==> config.mk <==
export PLATFORM = sky130hd
export DESIGN_NAME = spi_flash_arbiter_flat
export DESIGN_NICKNAME = d
export VERILOG_FILES = /design/src/rtl/cpld_pkg.sv /design/src/rtl/spi_flash_arbiter_if.sv /design/src/rtl/cs_sync.sv /design/src/rtl/spi_flash_arbiter.sv /design/src/flat_wrapper.sv
export SDC_FILE = /design/constraint.sdc
export NUM_CORES = 1
export LEC_CHECK = 0
export ABC_AREA = 1
export BUFFER_PORTS_ARGS = -buffer_cell sky130_fd_sc_hd__clkbuf_2
export CORE_ASPECT_RATIO = 0.7
export CORE_UTILIZATION = 40
export DETAILED_ROUTE_END_ITERATION = 7
export HOLD_SLACK_MARGIN = 0.15
export PLACE_DENSITY = 0.68
export SETUP_SLACK_MARGIN = 0.5
export SYNTH_ARGS = -nofsm -noshare
export SYNTH_HDL_FRONTEND = slang
export SYNTH_HIERARCHICAL = 1
export SYNTH_SLANG_ARGS = --single-unit
export TNS_END_PERCENT = 20
==> constraint.sdc <==
create_clock -name sysclk -period 1.85 [get_ports sysclk]
set_input_delay 0.0925 -clock sysclk [delete_from_list [all_inputs] [get_ports sysclk]]
set_output_delay 0.0925 -clock sysclk [all_outputs]
set_load 0.005 [all_outputs]
==> src/rtl/cpld_pkg.sv <==
// cpld_pkg: shared encodings for the CPLD blocks.
// Contents: arb_state_t (flash arbiter FSM state) and owner encodings
// OWNER_DSP / OWNER_CPU used for round-robin tie breaking.
package cpld_pkg;
    typedef enum logic [1:0] {
        IDLE    = 2'd0,
        DSP_OWN = 2'd1,
        CPU_OWN = 2'd2,
        RELEASE = 2'd3
    } arb_state_t;

    localparam logic OWNER_DSP = 1'b0;
    localparam logic OWNER_CPU = 1'b1;
endpackage

==> src/rtl/spi_flash_arbiter_if.sv <==
// spi_flash_arbiter_if: SPI signals between the two masters, the shared flash and the arbiter.
// master modport: board side (drives master SPI inputs, cpu_enable, flash_miso).
// slave modport:  arbiter side (drives flash pins, master MISO lines, grants, contention count).
interface spi_flash_arbiter_if #(
    parameter int CNT_WIDTH = 8
);
    logic                 cpu_enable;
    logic                 dsp_spi_clk;
    logic                 dsp_spi_mosi;
    logic                 dsp_spi_cs_INV;
    logic                 dsp_spi_miso;
    logic                 cpu_spi_clk;
    logic                 cpu_spi_mosi;
    logic                 cpu_spi_cs_INV;
    logic                 cpu_spi_miso;
    logic                 flash_clk;
    logic                 flash_mosi;
    logic                 flash_cs_INV;
    logic                 flash_miso;
    logic                 dsp_grant;
    logic                 cpu_grant;
    logic [CNT_WIDTH-1:0] contention_count;

    modport master (
        output cpu_enable, dsp_spi_clk, dsp_spi_mosi, dsp_spi_cs_INV,
               cpu_spi_clk, cpu_spi_mosi, cpu_spi_cs_INV, flash_miso,
        input  dsp_spi_miso, cpu_spi_miso, flash_clk, flash_mosi, flash_cs_INV,
               dsp_grant, cpu_grant, contention_count
    );

    modport slave (
        input  cpu_enable, dsp_spi_clk, dsp_spi_mosi, dsp_spi_cs_INV,
               cpu_spi_clk, cpu_spi_mosi, cpu_spi_cs_INV, flash_miso,
        output dsp_spi_miso, cpu_spi_miso, flash_clk, flash_mosi, flash_cs_INV,
               dsp_grant, cpu_grant, contention_count
    );
endinterface

==> src/rtl/cs_sync.sv <==
// cs_sync: SYNC_STAGES flip-flop synchroniser for an active-low chip select.
// Ports: clk_i, rst_i (sync, active-high), d_i (async CS), q_o (synchronised CS).
// Resets to 1 so a held-off master reads as "not selected".
module cs_sync #(
    parameter int SYNC_STAGES = 2
) (
    input  logic clk_i,
    input  logic rst_i,
    input  logic d_i,
    output logic q_o
);
    logic [SYNC_STAGES-1:0] sync_q;

    always_ff @(posedge clk_i) begin
        if (rst_i) sync_q <= '1;
        else       sync_q <= {sync_q[SYNC_STAGES-2:0], d_i};
    end

    assign q_o = sync_q[SYNC_STAGES-1];
endmodule

==> src/rtl/spi_flash_arbiter.sv <==
// spi_flash_arbiter: shares one SPI flash between the DSP and CPU masters.
// Ports: sysclk (UFM oscillator), reset (sync, active-high), bus (slave modport):
//   master SPI inputs + cpu_enable in, master MISO out, flash pins out/in,
//   registered dsp_grant/cpu_grant and saturating contention_count out.
// Round-robin on ties, turnaround gap between owners, grant-gated steering.
module spi_flash_arbiter
    import cpld_pkg::*;
#(
    parameter int SYNC_STAGES       = 2,
    parameter int TURNAROUND_CYCLES = 4,
    parameter int CNT_WIDTH         = 8
) (
    input  logic                 sysclk,
    input  logic                 reset,
    spi_flash_arbiter_if.slave   bus
);
    localparam int TW = (TURNAROUND_CYCLES > 1) ? $clog2(TURNAROUND_CYCLES) : 1;

    logic                 dsp_cs_sync, cpu_cs_sync;
    logic                 dsp_req, cpu_req;
    logic                 dsp_req_q, cpu_req_q;
    logic                 contend;
    arb_state_t           state_q, state_d;
    logic                 last_owner_q, last_owner_d;
    logic [TW-1:0]        turn_q, turn_d;
    logic [CNT_WIDTH-1:0] cnt_q, cnt_d;

    cs_sync #(.SYNC_STAGES(SYNC_STAGES)) u_dsp_sync (
        .clk_i (sysclk),
        .rst_i (reset),
        .d_i   (bus.dsp_spi_cs_INV),
        .q_o   (dsp_cs_sync)
    );

    cs_sync #(.SYNC_STAGES(SYNC_STAGES)) u_cpu_sync (
        .clk_i (sysclk),
        .rst_i (reset),
        .d_i   (bus.cpu_spi_cs_INV),
        .q_o   (cpu_cs_sync)
    );

    assign dsp_req = ~dsp_cs_sync;
    assign cpu_req = ~cpu_cs_sync & bus.cpu_enable;

    always_comb begin
        state_d      = state_q;
        last_owner_d = last_owner_q;
        turn_d       = turn_q;
        case (state_q)
            IDLE: begin
                if (dsp_req && (!cpu_req || last_owner_q == OWNER_CPU)) state_d = DSP_OWN;
                else if (cpu_req)                                      state_d = CPU_OWN;
            end
            DSP_OWN: begin
                if (!dsp_req) begin
                    state_d      = RELEASE;
                    turn_d       = TW'(TURNAROUND_CYCLES - 1);
                    last_owner_d = OWNER_DSP;
                end
            end
            CPU_OWN: begin
                if (!cpu_req) begin
                    state_d      = RELEASE;
                    turn_d       = TW'(TURNAROUND_CYCLES - 1);
                    last_owner_d = OWNER_CPU;
                end
            end
            RELEASE: begin
                if (turn_q == '0) state_d = IDLE;
                else              turn_d  = turn_q - 1'b1;
            end
        endcase
    end

    // A denied request is a fresh request that finds the flash busy, or the
    // losing side of a same-cycle tie in IDLE.
    assign contend = (dsp_req && !dsp_req_q && (state_q == CPU_OWN || state_q == RELEASE))
                  || (cpu_req && !cpu_req_q && (state_q == DSP_OWN || state_q == RELEASE))
                  || (state_q == IDLE && dsp_req && cpu_req);
    assign cnt_d   = (contend && cnt_q != '1) ? cnt_q + 1'b1 : cnt_q;

    always_ff @(posedge sysclk) begin
        if (reset) begin
            state_q      <= IDLE;
            last_owner_q <= OWNER_CPU;
            turn_q       <= '0;
            cnt_q        <= '0;
            dsp_req_q    <= 1'b0;
            cpu_req_q    <= 1'b0;
        end else begin
            state_q      <= state_d;
            last_owner_q <= last_owner_d;
            turn_q       <= turn_d;
            cnt_q        <= cnt_d;
            dsp_req_q    <= dsp_req;
            cpu_req_q    <= cpu_req;
        end
    end

    assign bus.dsp_grant        = (state_q == DSP_OWN);
    assign bus.cpu_grant        = (state_q == CPU_OWN);
    assign bus.contention_count = cnt_q;

    // Raw master signals pass only through the registered grant, so a
    // non-owner's CS or SCLK activity can never reach the flash.
    always @(*) begin
        bus.flash_clk    = bus.dsp_grant ? bus.dsp_spi_clk    : bus.cpu_grant ? bus.cpu_spi_clk    : 1'b0;
        bus.flash_mosi   = bus.dsp_grant ? bus.dsp_spi_mosi   : bus.cpu_grant ? bus.cpu_spi_mosi   : 1'b0;
        bus.flash_cs_INV = bus.dsp_grant ? bus.dsp_spi_cs_INV : bus.cpu_grant ? bus.cpu_spi_cs_INV : 1'b1;
        bus.dsp_spi_miso = bus.dsp_grant ? bus.flash_miso : 1'b1;
        bus.cpu_spi_miso = bus.cpu_grant ? bus.flash_miso : 1'b1;
    end
endmodule
==> src/flat_wrapper.sv <==
// flat-port wrapper written by rule: the top's interface ports become plain ports
module spi_flash_arbiter_flat import cpld_pkg::*;
#(
    parameter int SYNC_STAGES       = 2,
    parameter int TURNAROUND_CYCLES = 4,
    parameter int CNT_WIDTH         = 8
)
  (sysclk, reset, bus_cpu_enable, bus_dsp_spi_clk, bus_dsp_spi_mosi, bus_dsp_spi_cs_INV, bus_cpu_spi_clk, bus_cpu_spi_mosi, bus_cpu_spi_cs_INV, bus_flash_miso, bus_dsp_spi_miso, bus_cpu_spi_miso, bus_flash_clk, bus_flash_mosi, bus_flash_cs_INV, bus_dsp_grant, bus_cpu_grant, bus_contention_count);
  spi_flash_arbiter_if #(.CNT_WIDTH(CNT_WIDTH)) bus_i ();
  input  logic sysclk;
  input  logic reset;
  input wire logic [$bits(bus_i.cpu_enable)-1:0] bus_cpu_enable;
  input wire logic [$bits(bus_i.dsp_spi_clk)-1:0] bus_dsp_spi_clk;
  input wire logic [$bits(bus_i.dsp_spi_mosi)-1:0] bus_dsp_spi_mosi;
  input wire logic [$bits(bus_i.dsp_spi_cs_INV)-1:0] bus_dsp_spi_cs_INV;
  input wire logic [$bits(bus_i.cpu_spi_clk)-1:0] bus_cpu_spi_clk;
  input wire logic [$bits(bus_i.cpu_spi_mosi)-1:0] bus_cpu_spi_mosi;
  input wire logic [$bits(bus_i.cpu_spi_cs_INV)-1:0] bus_cpu_spi_cs_INV;
  input wire logic [$bits(bus_i.flash_miso)-1:0] bus_flash_miso;
  output wire logic [$bits(bus_i.dsp_spi_miso)-1:0] bus_dsp_spi_miso;
  output wire logic [$bits(bus_i.cpu_spi_miso)-1:0] bus_cpu_spi_miso;
  output wire logic [$bits(bus_i.flash_clk)-1:0] bus_flash_clk;
  output wire logic [$bits(bus_i.flash_mosi)-1:0] bus_flash_mosi;
  output wire logic [$bits(bus_i.flash_cs_INV)-1:0] bus_flash_cs_INV;
  output wire logic [$bits(bus_i.dsp_grant)-1:0] bus_dsp_grant;
  output wire logic [$bits(bus_i.cpu_grant)-1:0] bus_cpu_grant;
  output wire logic [$bits(bus_i.contention_count)-1:0] bus_contention_count;
  assign bus_i.cpu_enable = bus_cpu_enable;
  assign bus_i.dsp_spi_clk = bus_dsp_spi_clk;
  assign bus_i.dsp_spi_mosi = bus_dsp_spi_mosi;
  assign bus_i.dsp_spi_cs_INV = bus_dsp_spi_cs_INV;
  assign bus_i.cpu_spi_clk = bus_cpu_spi_clk;
  assign bus_i.cpu_spi_mosi = bus_cpu_spi_mosi;
  assign bus_i.cpu_spi_cs_INV = bus_cpu_spi_cs_INV;
  assign bus_i.flash_miso = bus_flash_miso;
  assign bus_dsp_spi_miso = bus_i.dsp_spi_miso;
  assign bus_cpu_spi_miso = bus_i.cpu_spi_miso;
  assign bus_flash_clk = bus_i.flash_clk;
  assign bus_flash_mosi = bus_i.flash_mosi;
  assign bus_flash_cs_INV = bus_i.flash_cs_INV;
  assign bus_dsp_grant = bus_i.dsp_grant;
  assign bus_cpu_grant = bus_i.cpu_grant;
  assign bus_contention_count = bus_i.contention_count;
  spi_flash_arbiter #(.SYNC_STAGES(SYNC_STAGES), .TURNAROUND_CYCLES(TURNAROUND_CYCLES), .CNT_WIDTH(CNT_WIDTH)) u_core (.sysclk(sysclk), .reset(reset), .bus(bus_i));
endmodule
* Word level (Yosys, flattened, before mapping)
Index checks and enable logic that the tools add are counted.
** Cells by class
- Add/sub/neg operators :: 2
- Multiply operators :: 0
- Divide/modulo/power cells :: 0
- Order comparisons :: 0
- Equal/unequal tests :: 9
- Shift operators :: 0
- Mux-type cells :: 19
- Bitwise operators :: 3
- Reductions and logical operators :: 23
** Operators with widths (count)
- $mux W2 :: 6
- $mux W1 :: 10
- $add A8 B1 Y8 const B :: 1
- $logic_and A1 B1 Y1 :: 8
- $ne A8 B8 Y1 const B :: 1
- $pmux W2 S4 :: 1
- $reduce_and A4 Y1 :: 2
- $ne A2 B2 Y1 const B :: 3
- $pmux W2 S3 :: 1
- $logic_or A1 B1 Y1 :: 5
- $eq A2 B2 Y1 const B :: 2
- $logic_not A2 Y1 :: 2
- $logic_not A1 Y1 :: 3
- $ne A3 B1 Y1 const B :: 1
- $reduce_and A3 Y1 :: 1
- $reduce_bool A3 Y1 :: 1
- $eq A2 B1 Y1 const B :: 1
- $ne A2 B1 Y1 const B :: 1
- $not A1 Y1 :: 2
- $pmux W1 S2 :: 1
- $reduce_bool A2 Y1 :: 1
- $sub A2 B1 Y2 const B :: 1
- $and A1 B1 Y1 :: 1
** Word-level totals
- Register bits :: 19
- Latch bits :: 0
- Memory bits (writable) :: 0
- Memory bits (read-only) :: 0
- Input port bits :: 10
- Output and inout bits :: 15
- Word-level logic and storage cells :: 64
- Memories :: 0

* Depth between registers and ports, before layout
Gate-level depths: netlist of run 1.
- Depth in word-level cells :: 7
- Gate-level depth with buffers :: 10
- Mapped depth without buffers :: 10

* Hierarchy
Netlist of run 1, hierarchy kept.
** By module, submodules not included
- spi_flash_arbiter :: times used 1, cells an instance 144, area each 991.0 um2, seq. area each 300.3 um2
- cs_sync :: times used 2, cells an instance 7, area each 58.8 um2, seq. area each 40.0 um2

* Worst setup path before layout of run 1
OpenSTA, ideal clock, no wires.
- Path kind :: register -> register
- From :: register u_core.state_q[0]
- To :: register u_core.cnt_q[1], in the netlist u_core/bus.contention_count[1]
- Arrival time :: 1270 ps
- Path slack :: 467 ps
- Cell stages (with the launch flop) :: 9
- Path buffers :: 0
- Cell sequence :: dfxtp_1 inv_1 ha_1 o21ai_1 nand3_4 nand2_4 inv_2 nor2_1 nor2_1
** On the way
- Word-level cells in the longest chain between the ends :: 6
** RTL lines
- start: declaration :: line spi_flash_arbiter.sv:23 : arb_state_t state_q, state_d;
- start signal: assignment :: line spi_flash_arbiter.sv:91 : state_q <= state_d;
- $eq A2 B2 Y1
- net bus_cpu_grant :: line flat_wrapper.sv:26 : output wire logic [$bits(bus_i.cpu_grant)-1:0] bus_cpu_grant;
- $logic_or A1 B1 Y1 :: line spi_flash_arbiter.sv:77 : assign contend = (dsp_req && !dsp_req_q && (state_q == CPU_OWN || state_q == RELEASE))
- $logic_and A1 B1 Y1 :: line spi_flash_arbiter.sv:77
- $logic_or A1 B1 Y1 :: line spi_flash_arbiter.sv:78 : || (cpu_req && !cpu_req_q && (state_q == DSP_OWN || state_q == RELEASE))
- $logic_or A1 B1 Y1 :: line spi_flash_arbiter.sv:79 : || (state_q == IDLE && dsp_req && cpu_req);
- $logic_and A1 B1 Y1 :: line spi_flash_arbiter.sv:80 : assign cnt_d = (contend && cnt_q != '1) ? cnt_q + 1'b1 : cnt_q;
- end signal: assignment :: line spi_flash_arbiter.sv:94 : cnt_q <= cnt_d;
- end: declaration :: line spi_flash_arbiter.sv:26 : logic [CNT_WIDTH-1:0] cnt_q, cnt_d;
The timed path passes the listed nets, and every way through them passes these cells.
A chain may end at the register's enable or synchronous reset.

* Final worst setup path of run 1
- From :: register u_core.state_q[1]
- To :: output bus_flash_clk
** On the way
- Word-level cells in the longest chain between the ends :: 3
** RTL lines
- $eq A2 B2 Y1 :: line spi_flash_arbiter.sv:101 : assign bus.cpu_grant = (state_q == CPU_OWN);
- $mux W1 :: line spi_flash_arbiter.sv:107 : bus.flash_clk = bus.dsp_grant ? bus.dsp_spi_clk : bus.cpu_grant ? bus.cpu_spi_clk : 1'b0;
- $mux W1 (*) :: line spi_flash_arbiter.sv:107
- end: declaration :: line flat_wrapper.sv:22 : output wire logic [$bits(bus_i.flash_clk)-1:0] bus_flash_clk;
Mark *: on every way between the ends. The rest lies on a longest branch, timed or not.

==> results of run 1 <==
-- how the worst min path moves through the flow --
stage / start / to / slack (ps) / depth (start not counted)
6_report: reset / u_core/bus.contention_count[5] / 160 / 2
5_1_grt: reset / u_core/bus.contention_count[2] / 180 / 2
4_1_cts: reset / u_core/bus.contention_count[5] / 160 / 2
3_5_place_dp: bus_dsp_spi_cs_INV / u_core/u_dsp_sync/sync_q[0] / 290 / 3
3_3_place_gp: bus_dsp_spi_cs_INV / u_core/u_dsp_sync/sync_q[0] / 290 / 3
2_1_floorplan: bus_cpu_spi_cs_INV / u_core/u_cpu_sync/sync_q[0] / 180 / 2
-- cells in the final DEF (no fill, tap or decap), types with 2 or more instances in the layout --
master,instances
sky130_fd_sc_hd__nand2_1,37
sky130_fd_sc_hd__clkbuf_2,24
sky130_fd_sc_hd__inv_1,18
sky130_fd_sc_hd__nor2_1,16
sky130_fd_sc_hd__dfxtp_1,15
sky130_fd_sc_hd__nand3_1,12
sky130_fd_sc_hd__buf_4,7
sky130_fd_sc_hd__a21oi_1,6
sky130_fd_sc_hd__inv_2,5
sky130_fd_sc_hd__a21oi_2,5
sky130_fd_sc_hd__inv_4,4
sky130_fd_sc_hd__nor2_2,4
sky130_fd_sc_hd__dfxtp_4,4
sky130_fd_sc_hd__clkbuf_8,3
sky130_fd_sc_hd__dlygate4sd3_1,3
sky130_fd_sc_hd__nand2_2,3
sky130_fd_sc_hd__ha_4,3
sky130_fd_sc_hd__nand3_2,2
sky130_fd_sc_hd__a22o_1,2
sky130_fd_sc_hd__nor2_4,2
sky130_fd_sc_hd__o21ai_4,2
sky130_fd_sc_hd__o21ai_0,2
sky130_fd_sc_hd__xnor2_1,2
sky130_fd_sc_hd__ha_2,2
-- cell usage after synthesis --
cell type / instances / area share [%]
sky130_fd_sc_hd__a22o_1: 2 / 1.6
sky130_fd_sc_hd__nand4_4: 1 / 1.9
sky130_fd_sc_hd__nand3_1: 12 / 5.4
sky130_fd_sc_hd__o21ai_1: 2 / 0.90
sky130_fd_sc_hd__nand2_4: 1 / 1.0
sky130_fd_sc_hd__ha_1: 6 / 6.8
sky130_fd_sc_hd__nor2_1: 19 / 6.4
sky130_fd_sc_hd__clkbuf_1: 1 / 0.34
sky130_fd_sc_hd__nor2_4: 1 / 1.0
sky130_fd_sc_hd__nand3_2: 1 / 0.90
sky130_fd_sc_hd__o21ai_0: 3 / 1.4
sky130_fd_sc_hd__inv_2: 5 / 1.7
sky130_fd_sc_hd__nand2_2: 1 / 0.56
sky130_fd_sc_hd__nand3_4: 1 / 1.6
sky130_fd_sc_hd__nand2_1: 39 / 13
sky130_fd_sc_hd__a21oi_1: 6 / 2.7
sky130_fd_sc_hd__a22oi_1: 1 / 0.68
sky130_fd_sc_hd__nor3_1: 1 / 0.45
sky130_fd_sc_hd__a21oi_2: 5 / 4.0
sky130_fd_sc_hd__nor2_2: 2 / 1.1
sky130_fd_sc_hd__dfxtp_1: 19 / 34
sky130_fd_sc_hd__xnor2_1: 2 / 1.6
sky130_fd_sc_hd__nand3b_1: 1 / 0.68
sky130_fd_sc_hd__o211ai_1: 1 / 0.68
sky130_fd_sc_hd__inv_1: 22 / 7.4
sky130_fd_sc_hd__xor2_1: 1 / 0.79
sky130_fd_sc_hd__clkinv_1: 1 / 0.34
sky130_fd_sc_hd__and3_1: 1 / 0.56
-- layer usage --
metal,track usage [%],vias to the layer above,part of all wire (%)
met4,4.000,0,0.68
met5,0,-,0
met1,26.65,515,49
li1,-,576,-
met2,33.54,35,46
met3,4.750,4,4.6
-- power by group --
group | internal (mW) | switching, mW
clock | 0.150 | 0.139
combinational | 0.310 | 0.362
sequential | 0.475 | 0.0660
total | 0.934 | 0.567
-- registers in the layout, indices dropped and copies added (netlist names) --
register	cells
u_core/bus.contention_count	8
u_core/cpu_req_q	1
u_core/u_cpu_sync/sync_q	2
u_core/u_dsp_sync/sync_q	2
u_core/last_owner_q	1
u_core/turn_q	2
u_core/dsp_req_q	1
u_core/state_q	2
-- per-stage QoR --
step                      util (%)  cells
after floorplan                  -    158
after global placement       50.27    215
after detailed placement     50.27    215
after CTS                    57.19    226
after global routing         59.75    230
final                        59.75    230
-- layout make-up --
| cell class | count | share of cell area [%] |
|---|---|---|
| inverters | 28 | 7.603 |
| well taps | 34 | 2.810 |
| clock buffers | 3 | 2.727 |
| clock inverters | 1 | 0.3306 |
| flip-flops and latches | 19 | 26.12 |
| multi-input cells | 111 | 47.02 |
| repair buffers | 34 | 13.39 |
-- worst max-delay path, stage by stage, from the launching register on --
cell and delay (ps):
sky130_fd_sc_hd__dfxtp_4 400, sky130_fd_sc_hd__inv_4 50, sky130_fd_sc_hd__ha_4 190, sky130_fd_sc_hd__buf_4 140, sky130_fd_sc_hd__a22o_1 200, sky130_fd_sc_hd__clkbuf_2 110
-- kinds of logic after synthesis --
logic type / share of synthesized area, %
adder cells (fa/ha/maj): 6.772
XOR/XNOR: 2.371
flip-flops: 34.31
AND/OR/NAND/NOR: 34.88
buffers and inverters: 9.819
AO/OA/AOI/OAI: 11.85
-- timing repair --
item,CTS,global route
pin swaps,4,4
endpoints found under the setup margin,16,15
hold buffers,3,0
gates resized for setup,23,10
buffers inserted,3,4
hold endpoints to repair,3,0
cloned,1,0
==> results.md, run 1 <==
- Number of nets produced by synthesis: roughly 170
- Average vias per placed instance: between 4 and 5
- Post-synthesis sequential element count: 19
- Worst-case clock buffer depth: 2
- Number of endpoints failing setup at the final stage: 0
- CTS root buffer: sky130_fd_sc_hd__clkbuf_8
- Largest fanout of any net on the critical path: 7
- TritonCTS buffer count: 3
- Instance count of the mapped netlist: approximately 160
- Run status: finished, final reports clean
- Placeable core area: roughly 2500 sq um
- Post-Syn Area per Cell: around 7.0 sq um
- Area of combinational cells with multiple inputs: roughly 710 sq um
- Total power divided by cell area: a little under 1000 nW/um^2
- Net total in the final layout: about 210
- Global-route wire length before repair: about 4.4 mm
- Crit path capture: bus_flash_clk
- Number of vias in the routed layout: approximately 1100
- Max-slew violation count: 0
- Total power draw: between 1.5 and 2 mW
- R2r setup slk: around 460 ps
- Clock slew at the register clock pins of the worst setup and hold paths: 70 ps
- Netlist area before placement: roughly 1100 sq um
- IO buf count: 24
- Crit path launch: u_core/state_q[1]
- Num rows: 15
- Global route overflow: 0
- Worst slack at placement: roughly 310 ps
- Count of pins on the block boundary: 25
- DRC violations left: 0
- Distinct cell type count of the synthesized netlist: 28
- Max cap viols: 0
- Post-synthesis sequential area ratio: about 34%
- R2R Path Start: u_core/state_q[0]
- Depth of the worst register-to-register path: 9
- Tcrit/Tclk final: a little under 80%
- Worst vdd ir: ~0.46 mV
- Fmax: around 700 MHz
- Leak pwr: roughly 0.7 nW
- Final worst clock skew: 4.559 ps
- Clock tree from TritonCTS: done
- Element type at the critical path end: primary output
- Setup repair after global routing missed its margin: yes
- Required time of the critical path: roughly 1800 ps
- Post-detailed-route count of antenna-violating nets: 0
- Ratio of cells with drive above 1 in the final layout: 37.76%
- Drt pass-1 iters: 4
- Die area: 2989 sq um
- Routability congestion estimate: about 0.85
- Detailed placement HPWL: between 1.5 and 2 mm
- Data arrival time at the worst-slack endpoint: about 1300 ps
- Number of fillers in the final layout: 236
- Final instance area: 1514 sq um
- Detailed-route wire length per cell: about 12 um
- Final hold viol count: 0
- Total Routed Length: between 2 and 3 mm
- Endpoint of the lowest-slack register-to-register path: u_core/bus.contention_count[7]
- Worst Max-Slew Pin Slew: approximately 290 ps
- Worst Setup Start Kind: flip-flop
- Y dimension of the die: roughly 46 um
- Yosys Warn Count: 6
- Classification of the worst-slack hold path: in2reg
- Overall die width: 64.92 um
- Largest net degree at the start of global routing: 12
- Violation count after the first detailed-routing iteration: 59
- GR Util All Layers: 20.07%
- Area growth from synthesis to layout: 36.57%
- Number of global-route vias before repair: between 900 and 1000
- Ant. Diodes: 0
- Placed cell areas: about 1300 sq um
- Final critical-path required period: between 1000 and 1500 ps
- Final sum of negative setup slack: 0 ps
- Critical setup path kind: reg2out
- Headroom to the max-slew limit: around four fifths
- Starting density of the core: between 40% and 50%
- Clock H-tree levels: 1
- Total area of sequential cells: slightly below 400 sq um
- Worst hold slack: around 160 ps
- Clock Latency Late Sink: 250 ps
- Initial antenna violation count: 0
- CTS sink count: 19
- Setup ws final: 419.6 ps
Power figures use the tool's default switching activity.
==> inputs of run 2 (changes only) <==
Settings changed: ABC_AREA 1 to 0, PLACE_DENSITY 0.68 to 0.69.
Clock period 1.85 ns to 1.5 ns, I/O delays scaled along.
==> run 2 against run 1 <==
Net effect:
- the flow now finishes with violations (negative setup slack)
- global-route usage fell by 0.33 points
- non-clock buffer count is 13 higher
- utilization up 5.0 points
- sequential cell count did not move
- largest cell class unchanged
- register-to-register slack worse by 710 ps
- clock skew about the same
==> results.md, run 2 <==
- Final worst clock skew: around 4.7 ps
- Endpoint of the lowest-slack register-to-register path: u_core/bus.contention_count[4]
- CTS Hold Buffers Added: 2
- Global route overflow: 0
- CTS sink count: 19
- Clock tree from TritonCTS: done
- DRC violations left: 0
- Yosys Warn Count: 6
- IO buf count: 24
- Ant. Diodes: 0
- Clock H-tree levels: 1
- Routability congestion estimate: 0.8400
- Max-slew violation count: 0
- EDFF count, synth: 0
- Total Routed Length: between 2 and 2.5 mm
- Number of global-route vias before repair: between 800 and 900
- Net total in the final layout: about 170
- Detailed placement HPWL: approximately 1.6 mm
- Headroom to the max-slew limit: between 80% and 90%
- Leak pwr: about 0.64 nW
- Dominant cell type by area after synthesis: sky130_fd_sc_hd__dfxtp_1
- Netlist area before placement: between 900 and 1000 sq um
- Leading cell type in the layout, fill and taps excluded: sky130_fd_sc_hd__clkbuf_2
- Post-synthesis sequential area ratio: between 40% and 50%
- Number of endpoints failing setup at the final stage: 16
- Slowest cell on crit path: sky130_fd_sc_hd__or4_1
- Placed cell areas: about 1200 sq um
- Synthesized-area fraction occupied by adder cells: 7.937%
- Worst stage delay on the critical path: roughly 510 ps
- Clock Latency Late Sink: 300 ps
- Most common library cells after synthesis: sky130_fd_sc_hd__dfxtp_1, sky130_fd_sc_hd__inv_1, sky130_fd_sc_hd__a21oi_1, sky130_fd_sc_hd__nand2_1, sky130_fd_sc_hd__nor2_1
- Final hold viol count: 0
- Overall die width: approximately 60 um
- Depth of the worst register-to-register path: 8
- Crit path capture: u_core/bus.contention_count[4]
- Data arrival time at the worst-slack endpoint: roughly 2000 ps
- Element type at the critical path end: flip-flop
- Classification of the worst-slack hold path: in2reg
- Required time of the critical path: 1760 ps
- Worst vdd ir: just under 0.8 mV
- Largest net degree at the start of global routing: 12
- Post-synthesis sequential element count: 19
- R2R Path Start: u_core/state_q[1]
- Clock slew at the register clock pins of the worst setup and hold paths: about 110 ps
- Run status: finished, violations left
- Asr flop ratio synth: 0%
- Number of nets produced by synthesis: 122
- Worst-case clock buffer depth: 2
- GR Util All Layers: 19.73%
- Starting density of the core: 43.20%
- TritonCTS buffer count: 3
- Number of vias in the routed layout: just under 1000
- Placeable core area: 2190 sq um
- Drt pass-1 iters: 4
- Simple-gate portion of the synthesized area: around a quarter
- Setup ws final: -245.3 ps
- Most frequent cell after synthesis: sky130_fd_sc_hd__dfxtp_1
- Total power divided by cell area: about 1300 nW/um^2
- Count of pins on the block boundary: 25
- Violation count after the first detailed-routing iteration: 34
- Worst Setup Start Kind: flip-flop
- Die area: ~2600 sq um
- Failing checks: negative setup slack
- Global-route wire length before repair: ~3.7 mm
- Crit path launch: u_core/state_q[1]
- Num rows: 14
- Detailed-route wire length per cell: 12.86 um
- Largest fanout of any net on the critical path: 6
- Area growth from synthesis to layout: 50.00%
- Fmax: 573.0 MHz
- Final instance area: between 1000 and 1500 sq um
- Critical setup path kind: reg2reg
- Post-synthesis share of cell area spent on xor and xnor gates: less than 1%
- Ratio of cells with drive above 1 in the final layout: between 40% and 50%
- Average vias per placed instance: about 5.2
- Top_reg_cell synth: sky130_fd_sc_hd__dfxtp_1
- Tcrit/Tclk final: 116.4%
- Max cap viols: 0
- Number of standard cells in the final layout excluding fillers: ~190
- Post-detailed-route count of antenna-violating nets: 0
- Post-Syn Area per Cell: about 8.9 sq um
- Combinational family with the most area after synthesis: simple AND/OR/NAND/NOR gates
- Setup repair after global routing missed its margin: yes
- Initial antenna violation count: 0
- Synth Area in Compound Gates: 20.24%
- Worst Max-Slew Pin Slew: between 200 and 250 ps
- CTS root buffer: sky130_fd_sc_hd__clkbuf_4
- Number of fillers in the final layout: between 150 and 200
- Fraction of synthesized area in multiplexers: under 10%
- Final critical-path required period: 1745 ps
- Distinct cell type count of the synthesized netlist: 37
- Max reg flops: 8
- Critical path, cell by cell: inv_4 > ha_4 > nor2b_4 > a22o_4 > o22ai_4 > buf_6 > or4_1 > nand2_1
- Commonest non-fill, non-tap cells in the layout: sky130_fd_sc_hd__clkbuf_2, sky130_fd_sc_hd__buf_4, sky130_fd_sc_hd__dfxtp_1, sky130_fd_sc_hd__nand2_1
- Leading post-synthesis cells by cell area: sky130_fd_sc_hd__dfxtp_1, sky130_fd_sc_hd__ha_1, sky130_fd_sc_hd__nor2b_1
- Y dimension of the die: about 43 um
- Number of cells in the design after placement: about 170
- Instance count of the mapped netlist: 106
- Share of Yosys cell area claimed by the top area cell type: about 40%
- R2r setup slk: -250 ps
- Final core utilization: between 60% and 70%
-- run 2: cell count changes after synthesis, moves of 3 or more --
cell,before,now
sky130_fd_sc_hd__nor2b_1,0,6
sky130_fd_sc_hd__nand3_1,12,3
sky130_fd_sc_hd__inv_1,22,8
sky130_fd_sc_hd__nor2_1,19,7
sky130_fd_sc_hd__nand2b_1,0,3
sky130_fd_sc_hd__a21oi_2,5,0
sky130_fd_sc_hd__nand2_1,39,7
sky130_fd_sc_hd__or2_1,0,4
sky130_fd_sc_hd__inv_2,5,0
-- run 2: through the flow --
| step | setup TNS [ps] | setup WS (ps) | hold slack, ps | power, mW |
|---|---|---|---|---|
| 6_report | -2501 | -245.3 | 60.00 | 1.788 |
| 5_1_grt | -3797 | -322.5 | 76.85 | 1.913 |
| 4_1_cts | -1467 | -206.5 | 55.69 | 1.673 |
| 3_5_place_dp | -1264 | -228.8 | 281.6 | 1.338 |
| 3_3_place_gp | -989.0 | -173.3 | 271.8 | 1.313 |
| 2_1_floorplan | -503.9 | -126.9 | 153.7 | 1.116 |
-- run 2: what timing repair did --
action                                  4_1_cts  5_1_grt
cloned                                        1        0
endpoints found under the setup margin       21       24
gates resized for setup                       8        9
pin swaps                                     9        7
endpoints found under the hold margin         8        8
buffers inserted                              1        5
-- run 2: per-layer routing --
metal / GRT usage [%] / share of wire (%)
met4: 5.581 / 0.54
met2: 32.09 / 47
met5: 0 / 0
met1: 24.90 / 46
met3: 6.098 / 6.6
-- run 2: cell type report --
cell class | count | area (sq um) | area share [%]
Inverter | 8 | 35.03 | 2.469
Clock inverter | 1 | 5.005 | 0.3527
Clock buffer | 3 | 22.52 | 1.587
Sequential cell | 19 | 389.1 | 27.43
Tap cell | 32 | 40.04 | 2.822
Multi-Input combinational cell | 77 | 610.6 | 43.03
Timing Repair Buffer | 47 | 316.6 | 22.31
-- run 2: where the power goes --
group          internal, mW  leakage (nW)  switching (mW)
registers             0.585         0.157          0.0777
clock network        0.0994        0.0177           0.167
logic                 0.464         0.462           0.395
total                  1.15         0.637           0.640
-- run 2: kinds of logic (layout without fill, tap and decap cells) --
family                   Yosys count  in the layout
AO/OA/AOI/OAI                     27             27
XOR/XNOR                           1              1
flip-flops                        19             19
multiplexers                       1              1
adder cells (fa/ha/maj)            6              6
buffers and inverters             10             59
AND/OR/NAND/NOR                   42             42
-- run 2: how the worst min path moves through the flow --
| stage | startpoint | slack, ps | endpoint | cells after the start |
|---|---|---|---|---|
| 3_3_place_gp | bus_dsp_spi_cs_INV | 270 | u_core/u_dsp_sync/sync_q[0] | 2 |
| 6_report | reset | 60 | u_core/bus.contention_count[2] | 2 |
| 2_1_floorplan | reset | 150 | u_core/turn_q[1] | 1 |
| 4_1_cts | reset | 60 | u_core/bus.contention_count[2] | 2 |
| 3_5_place_dp | bus_cpu_spi_cs_INV | 280 | u_core/u_cpu_sync/sync_q[0] | 2 |
| 5_1_grt | reset | 80 | u_core/bus.contention_count[2] | 2 |
-- run 2: critical path, delay by kind of cell (launching register included) --
| kind | cells | cell delay [ps] |
|---|---|---|
| AND/OR/NAND/NOR | 3 | 730 |
| AO/OA/AOI/OAI | 2 | 230 |
| adder cells (fa/ha/maj) | 1 | 130 |
| buffers and inverters | 2 | 210 |
| flip-flops | 1 | 400 |
==> inputs of run 3 (changes only) <==
==> constraint.sdc (replaced) <==
create_clock -name sysclk -period 1.5 [get_ports sysclk]
set_input_delay 0.3 -clock sysclk [delete_from_list [all_inputs] [get_ports sysclk]]
set_output_delay 0.3 -clock sysclk [all_outputs]
set_load 0.005 [all_outputs]
==> run 3 against run 2 <==
Net effect:
- via count fell by 2.7%
- combinational power up 5.7%
- maximum frequency down 3.8%
- clock skew increased by 2.3 ps
- power up 2.4%
- the flow still finishes with violations (negative setup slack)
- largest cell class unchanged
- final cell count fell by 1.6%
- sequential share of layout area fell by 0.11 points
==> results.md, run 3 (synthesis results as in run 2) <==
- Kind of cell with the highest combined delay on the critical path: compound AO/OA/AOI/OAI gates
- Clock power frac: roughly 15%
- CTS sink count: 19
- Internal: ~1.2 mW
- Violation count after the first detailed-routing iteration: 19
- Largest fanout of any net on the critical path: 6
- Power share of the sequential group: a little over a third
- Y dimension of the die: ~43 um
- Commonest non-fill, non-tap cells in the layout: sky130_fd_sc_hd__clkbuf_2, sky130_fd_sc_hd__dfxtp_1, sky130_fd_sc_hd__buf_4, sky130_fd_sc_hd__a21oi_1, sky130_fd_sc_hd__nor2_1
- Average vias per placed instance: 5.120
- Final critical-path required period: ~1800 ps
- Leak pwr: roughly 0.63 nW
- Worst vdd ir: between 0.6 and 0.7 mV
- Number of endpoints failing setup at the final stage: 19
- Post-detailed-route count of antenna-violating nets: 0
- Max-slew violation count: 0
- Detailed placement HPWL: between 1.5 and 2 mm
- Fmax: roughly 550 MHz
- Failing checks: negative setup slack
- Crit path capture: u_core/bus.contention_count[1]
- Crit path launch: u_core/state_q[1]
- Required time of the critical path: between 1500 and 2000 ps
- Ratio of cells with drive above 1 in the final layout: 42.76%
- Detailed-route wire length per cell: between 10 and 15 um
- Setup ws final: -314.4 ps
- Worst slack at placement: -209.0 ps
- IO buf count: 24
- Slowest cell on crit path: sky130_fd_sc_hd__dfxtp_4
- Overall die width: approximately 60 um
- Max reg flops: 8
- Initial antenna violation count: 0
- Final instance area: approximately 1400 sq um
- Placeable core area: ~2200 sq um
- R2R Path Start: u_core/state_q[1]
- Final hold viol count: 0
- Worst stage delay on the critical path: roughly 380 ps
- Worst Setup Start Kind: flip-flop
- Largest net degree at the start of global routing: 13
- Final worst clock skew: approximately 7.0 ps
- Switching part of the total: 35.28%
- Net total in the final layout: 169
- Count of pins on the block boundary: 25
- Total power divided by cell area: between 1000 and 1500 nW/um^2
- Worst hold slack: approximately 190 ps
- CTS Hold Buffers Added: 0
- R2r setup slk: -310 ps
- Clock H-tree levels: 1
- Die area: between 2000 and 3000 sq um
- Tcrit/Tclk final: 121.0%
- Ant. Diodes: 0
- Critical path, cell by cell: buf_12 > ha_4 > or2_1 > a22o_4 > o22ai_4 > buf_6 > mux2i_1 > nor2_1
- Number of global-route vias before repair: 872
- Area growth from synthesis to layout: 50.13%
- CTS root buffer: sky130_fd_sc_hd__clkbuf_4
- Data arrival time at the worst-slack endpoint: around 2000 ps
- Endpoint of the lowest-slack register-to-register path: u_core/bus.contention_count[1]
- Element type at the critical path end: flip-flop
- Share of power burned in combinational logic: 49.6%
- Number of vias in the routed layout: ~940
- Net load switching power: around 0.65 mW
- Headroom to the max-slew limit: between 80 and 90%
- Num rows: 14
- Clock tree from TritonCTS: done
- Number of fillers in the final layout: about 180
- Total Routed Length: between 2 and 2.5 mm
- Critical setup path kind: reg2reg
- Routability congestion estimate: about 0.82
- Clock slew at the register clock pins of the worst setup and hold paths: about 110 ps
- Worst Max-Slew Pin Slew: 285.8 ps
- Global-route wire length before repair: between 3 and 4 mm
- GR Util All Layers: between 20% and 30%
- Placed cell areas: 1276 sq um
- Worst Path Buf+Inv: 2
- Starting density of the core: 43.20%
- Leading cell type in the layout, fill and taps excluded: sky130_fd_sc_hd__clkbuf_2
- Clock Latency Late Sink: just over 300 ps
- Max cap viols: 0
- Number of stages on the worst setup path: 8
- Run status: finished, violations left
- TritonCTS buffer count: 3
- DRC violations left: 0
- Global route overflow: 0
- Worst-case clock buffer depth: 2
- Drt pass-1 iters: 4
- Setup repair after global routing missed its margin: yes
- Total power draw: 1.831 mW
- Classification of the worst-slack hold path: in2reg
- Depth of the worst register-to-register path: 8
run 3: changes by cell type in the layout (fill, tap and decap cells not counted), sizes merged:
cell and delta:
buf +2, clkbuf -3, dlygate4sd3 -2
run 3: worst min path at each step:
stage	from	to	slack, ps	cells after the start
final	bus_dsp_spi_cs_INV	u_core/u_dsp_sync/sync_q[0]	190	2
after CTS	bus_dsp_spi_cs_INV	u_core/u_dsp_sync/sync_q[0]	180	2
after global placement	u_core/u_dsp_sync/sync_q[0]	u_core/u_dsp_sync/sync_q[1]	390	1
after detailed placement	u_core/u_cpu_sync/sync_q[0]	u_core/u_cpu_sync/sync_q[1]	400	1
after global routing	bus_cpu_spi_cs_INV	u_core/u_cpu_sync/sync_q[0]	160	2
after floorplan	reset	u_core/turn_q[1]	380	1
run 3: timing repair:
action / 4_1_cts / 5_1_grt
setup buffers: 3 / 0
setup endpoints to repair: 28 / 28
pin swaps: 9 / 5
resized for setup: 8 / 11
gates cloned: 0 / 1
run 3: power by group through the flow:
stage	combinational [mW]	sequential (mW)	clock [mW]
2_1_floorplan	0.464	0.651	0
3_3_place_gp	0.711	0.656	0
3_5_place_dp	0.733	0.664	0
4_1_cts	0.880	0.644	0.279
5_1_grt	1.00	0.664	0.306
6_report	0.908	0.654	0.268
run 3: layer usage:
metal	part of all wire (%)	wire [um]	global-route usage [%]	vias up
met5	0	0	0	-
met4	1.4	34	8.837	0
met3	5.1	121	7.317	5
met2	47	1110	31.87	24
met1	46	1094	24.81	445
li1	-	-	-	468
run 3: metrics by stage:
stage / util, % / setup TNS (ps) / cells
after floorplan: - / -503.9 / 106
after global placement: 58.29 / -1206 / 176
after detailed placement: 58.29 / -1854 / 176
after CTS: 62.57 / -3812 / 183
after global routing: 64.86 / -5718 / 184
final: 64.86 / -4031 / 184
run 3: layout make-up:
cell class / instances / area [sq um] / area share [%]
timing repair buffer: 44 / 314.1 / 22.11
tap: 32 / 40.04 / 2.819
clock inverter: 1 / 5.005 / 0.3524
clock buffer: 3 / 22.52 / 1.586
multi-input combinational: 77 / 615.6 / 43.35
sequential: 19 / 387.9 / 27.31
inverter: 8 / 35.03 / 2.467
